$ cat config.mk
export PLATFORM = sky130hd
export DESIGN_NAME = pcs_transmit
export DESIGN_NICKNAME = d
export VERILOG_FILES = /design/src/rtl/pcs_transmit.sv
export SDC_FILE = /design/constraint.sdc
export NUM_CORES = 1
export LEC_CHECK = 0
export CAP_MARGIN = 20
export CORE_MARGIN = 4
export CORE_UTILIZATION = 34
export DETAILED_ROUTE_END_ITERATION = 12
export GPL_TIMING_DRIVEN = 0
export PLACE_DENSITY = 0.64
export SYNTH_ARGS = -nofsm -noshare
export SYNTH_HDL_FRONTEND = slang
export SYNTH_SLANG_ARGS = --single-unit
$ cat constraint.sdc
create_clock -name Clk -period 7.05 [get_ports Clk]
set_clock_uncertainty 0.05 [all_clocks]
set_input_delay 1.0575 -clock Clk [delete_from_list [all_inputs] [get_ports Clk]]
set_output_delay 1.0575 -clock Clk [all_outputs]
set_load 0.05 [all_outputs]
$ cat src/rtl/pcs_transmit.sv
// pcs_transmit: GMII transmit octets to 8b/10b code-groups.
// Generates ordered sets for idle, start, terminate and carrier extend, and tracks running disparity.
module pcs_transmit (
    input  logic       Clk,
    input  logic       Reset,
    input  logic       TX_EN,
    input  logic       TX_ER,
    input  logic [7:0] TXD,
    output logic [9:0] tx_code_group,
    output logic       tx_even,
    output logic       tx_rd
);
    typedef enum logic [2:0] {
        IDLE   = 3'd0,
        START  = 3'd1,
        DATA   = 3'd2,
        END_T  = 3'd3,
        END_R1 = 3'd4,
        END_R2 = 3'd5
    } state_t;

    localparam logic [7:0] K28_5 = 8'hBC;
    localparam logic [7:0] K27_7 = 8'hFB;
    localparam logic [7:0] K29_7 = 8'hFD;
    localparam logic [7:0] K30_7 = 8'hFE;
    localparam logic [7:0] K23_7 = 8'hF7;
    localparam logic [7:0] D5_6  = 8'hC5;
    localparam logic [7:0] D16_2 = 8'h50;

    state_t     state;
    logic       even_slot;
    logic       sym_k;
    logic [7:0] sym_octet;
    logic [4:0] x5;
    logic [2:0] y3;
    logic [5:0] six;
    logic [5:0] six_out;
    logic [3:0] four;
    logic [3:0] four_out;
    logic       six_neutral;
    logic       four_neutral;
    logic       rd_mid;
    logic       use_a7;
    logic       enc_rd;
    logic [9:0] enc_code;

    // abcdei sub-block as listed for negative running disparity
    function automatic logic [5:0] abcdei_neg(input logic [4:0] x);
        case (x)
            5'd0:  abcdei_neg = 6'b100111;
            5'd1:  abcdei_neg = 6'b011101;
            5'd2:  abcdei_neg = 6'b101101;
            5'd3:  abcdei_neg = 6'b110001;
            5'd4:  abcdei_neg = 6'b110101;
            5'd5:  abcdei_neg = 6'b101001;
            5'd6:  abcdei_neg = 6'b011001;
            5'd7:  abcdei_neg = 6'b111000;
            5'd8:  abcdei_neg = 6'b111001;
            5'd9:  abcdei_neg = 6'b100101;
            5'd10: abcdei_neg = 6'b010101;
            5'd11: abcdei_neg = 6'b110100;
            5'd12: abcdei_neg = 6'b001101;
            5'd13: abcdei_neg = 6'b101100;
            5'd14: abcdei_neg = 6'b011100;
            5'd15: abcdei_neg = 6'b010111;
            5'd16: abcdei_neg = 6'b011011;
            5'd17: abcdei_neg = 6'b100011;
            5'd18: abcdei_neg = 6'b010011;
            5'd19: abcdei_neg = 6'b110010;
            5'd20: abcdei_neg = 6'b001011;
            5'd21: abcdei_neg = 6'b101010;
            5'd22: abcdei_neg = 6'b011010;
            5'd23: abcdei_neg = 6'b111010;
            5'd24: abcdei_neg = 6'b110011;
            5'd25: abcdei_neg = 6'b100110;
            5'd26: abcdei_neg = 6'b010110;
            5'd27: abcdei_neg = 6'b110110;
            5'd28: abcdei_neg = 6'b001110;
            5'd29: abcdei_neg = 6'b101110;
            5'd30: abcdei_neg = 6'b011110;
            default: abcdei_neg = 6'b101011;
        endcase
    endfunction

    // Slot of the code-group produced at the coming edge
    assign even_slot = ~tx_even;

    // Pick the octet/control symbol for the coming slot
    always_comb begin
        sym_k     = 1'b1;
        sym_octet = K28_5;
        case (state)
            IDLE: begin
                if (even_slot) begin
                    if (TX_EN) sym_octet = K27_7;
                end else begin
                    sym_k     = 1'b0;
                    sym_octet = tx_rd ? D16_2 : D5_6;
                end
            end
            START: sym_octet = K27_7;
            DATA: begin
                if (!TX_EN) begin
                    sym_octet = K29_7;
                end else if (TX_ER) begin
                    sym_octet = K30_7;
                end else begin
                    sym_k     = 1'b0;
                    sym_octet = TXD;
                end
            end
            END_T:   sym_octet = K29_7;
            END_R1:  sym_octet = K23_7;
            END_R2:  sym_octet = K23_7;
            default: sym_octet = K28_5;
        endcase
    end

    // 8b/10b encode of the selected symbol against current running disparity
    always_comb begin
        x5          = sym_octet[4:0];
        y3          = sym_octet[7:5];
        six         = (sym_k && (x5 == 5'd28)) ? 6'b001111 : abcdei_neg(x5);
        six_neutral = ($countones(six) == 3);
        six_out     = (tx_rd && (!six_neutral || (six == 6'b111000))) ? ~six : six;
        rd_mid      = six_neutral ? tx_rd : ~tx_rd;
        use_a7      = rd_mid ? ((x5 == 5'd11) || (x5 == 5'd13) || (x5 == 5'd14))
                             : ((x5 == 5'd17) || (x5 == 5'd18) || (x5 == 5'd20));
        four        = 4'b1011;
        if (sym_k) begin
            four = (y3 == 3'd5) ? 4'b0101 : 4'b0111;
        end else begin
            case (y3)
                3'd0:    four = 4'b1011;
                3'd1:    four = 4'b1001;
                3'd2:    four = 4'b0101;
                3'd3:    four = 4'b1100;
                3'd4:    four = 4'b1101;
                3'd5:    four = 4'b1010;
                3'd6:    four = 4'b0110;
                default: four = use_a7 ? 4'b0111 : 4'b1110;
            endcase
        end
        four_neutral = ($countones(four) == 2);
        four_out     = (rd_mid && (!four_neutral || sym_k || (four == 4'b1100))) ? ~four : four;
        enc_rd       = four_neutral ? rd_mid : ~rd_mid;
        enc_code     = {six_out, four_out};
    end

    // Ordered-set state machine and registered code-group outputs
    always_ff @(posedge Clk or negedge Reset) begin
        if (!Reset) begin
            state         <= IDLE;
            tx_code_group <= 10'b0;
            tx_even       <= 1'b0;
            tx_rd         <= 1'b0;
        end else begin
            tx_code_group <= enc_code;
            tx_rd         <= enc_rd;
            tx_even       <= even_slot;
            case (state)
                IDLE:    if (TX_EN) state <= even_slot ? DATA : START;
                START:   state <= DATA;
                DATA:    if (!TX_EN) state <= END_R1;
                END_T:   state <= END_R1;
                END_R1:  state <= even_slot ? END_R2 : IDLE;
                END_R2:  state <= IDLE;
                default: state <= IDLE;
            endcase
        end
    end
endmodule

==> metrics <==
remaining antenna violation count after routing 0; first-pass GRT wire length 7507 um; Die Y 75.66 um; total gr overflow 0; HPWL reported at the end of detailed placement 3191 um; unrepaired setup endpoints after global routing yes; commonest cells in the netlist nor2_1 (19), dfrtp_1 (15), nand2_1 (14); Layout Nets 275; CTS root buffer clkbuf_8; Core ar. 4384 um2; Initial Util 35.50%; Synth Warn # 0; Cell variety after synth 53; Cell Area, Synth 1556 um2; count leader, synth nor2_1; status finished, final reports clean; Area growth syn-to-layout 60.37%; final hold viol count 0; top-area cell type share of the netlist area 24.12%; Hold/Removal Path Class reg -> reg; CP top delay family adder cells; fin crit period 6.976 ns; pre-CTS WS -1.163 ns; main flop type after synthesis dfrtp_1; Finished Cell Area 2496 um2; Worst-Skew Late Latency 0.25 ns; Least-Margin Pin Slew 0.7126 ns; WL/cell 16.05 um; dominant cells by area after synthesis dfrtp_1 (24%), ha_1 (8.0%), fa_1 (5.1%); Post-synth EDFFs 0; initial antenna violation count 0; RD Place Congestion 0.8395; CP Data Required Time 7.13 ns; clock buffer depth 2; Port-buffer cells 23; Die Width 75.66 um; setup ws final 0.07353 ns; max-slew headroom at the worst pin 52.34%; sum of buffers and inverters on the critical path 6; clock slew at reported path FFs 0.07 ns; # hold bufs at CTS 0; Num CTS Buffers 3; Async SR Flop Fraction 100.0%; WP data arrival 7.06 ns; dpl cell area 1974 um2; fmax 0.1433 GHz; vias post-DR 1689; drt first pass iters 4; max-cap viol count 0; n_diodes 0; CP max stage delay 0.53 ns; Fin Hold WS 0.7330 ns; via/cell ratio 5.630; Setup crit start kind input port; #FFs+latches synth 15; H-tree levels 1; most used cell, CP fa_1; die area 5724 um2; Global Route Usage Sum 16.97%; final worst-path cycle share 98.96%; Seq/Total Area, Yosys 24.12%; vias in the first global route 1579; max-slew violations 0; worst-path maximum fanout 8; IO Count 24; CTS tree done; drc violations 0; synthesized area per cell 8.413 um2; setup TNS 0 ns; Mapped Nets 211; number of DRC markers in iteration 0 115; post-synth top area cell dfrtp_1; routed wire length 4816 um; synthesized instance count 185; Setup Crit Path Kind in -> reg; proportion of layout cells with a drive suffix above 1 40.32%; Crit. End Element flip-flop; # setup viols final 0; Clock Sinks 15; slowest CP cell or4b_4; FP Rows 24; largest net degree at the start of global routing 16
[sequential cells by signal, summed over array words and instances (netlist names)]
register	flops
tx_even	1
state	3
tx_code_group	10
tx_rd	1
[area by class of cell]
type / instances / area (um2)
multi-input cells: 150 / 1353
well taps: 52 / 65.06
clock buffers: 3 / 41.29
clock inverters: 1 / 5.005
plain buffers: 7 / 50.05
inverters: 13 / 58.81
fillers: 384 / 1888
repair buffers: 59 / 548.0
flip-flops and latches: 15 / 375.4
[path summary, 6_finish.rpt]
| path | cells past startpoint | to | start | slack, ns |
|---|---|---|---|---|
| worst max-delay path | 28 | tx_code_group[2] | TX_ER | 0.07 |
| worst min-delay path | 2 | tx_even | tx_even | 0.73 |
| worst max register to register | 27 | tx_code_group[2] | state[0] | 0.36 |
| worst min register to register | 2 | tx_even | tx_even | 0.73 |
| max in group asynchronous | 1 | tx_code_group[8] | Reset | 5.32 |
| min in group asynchronous | 1 | tx_rd | Reset | 1.18 |
[kinds of logic after synthesis]
kind of cell	synth area share [%]
and+or+nand+nor	24.84
buffers and inverters	5.386
AOI/OAI and AO/OA	25.16
DFF	24.12
adders and majority gates	13.18
xor gates and xnor gates	4.501
muxes	2.813
[routing by layer]
layer | global-route usage, % | vias up | share of wire, %
met5 | 0 | - | 0
met3 | 0.9235 | 8 | 5.7
met1 | 23.30 | 824 | 42
met4 | 4.078 | 0 | 1.3
met2 | 29.24 | 54 | 51
li1 | - | 803 | -
[placed cells by master, fill, tap and decap left out, types with 5 or more instances in the layout]
cell             instances
nand3_1                  6
o21ai_0                  7
inv_1                    5
nor2_1                  17
a21oi_1                  7
a21oi_2                  5
clkdlybuf4s50_1         17
nand2_1                 10
dfrtp_1                 15
buf_4                   31
buf_6                    5
inv_2                    6
[worst min-delay path, delay by kind of cell (launching register included)]
kind	cells	cell delay, ns
flops	1	0.39
buf+inv	2	0.35
[repair_timing]
| action | CTS | global route |
|---|---|---|
| resized for setup | 33 | 36 |
| pin swaps | 24 | 28 |
| buffers inserted | 19 | 17 |
| endpoints found under the setup margin | 5 | 4 |
[stage by stage]
| step | util, % | std cells |
|---|---|---|
| finish | 56.93 | 300 |
| global route | 56.93 | 300 |
| CTS | 51.26 | 283 |
| detailed placement | 45.03 | 260 |
| global placement | 45.03 | 260 |
| floorplan | - | 185 |
Power is not shown: default switching activity piles up to over one toggle a cycle in this logic, so the estimate is an artifact.
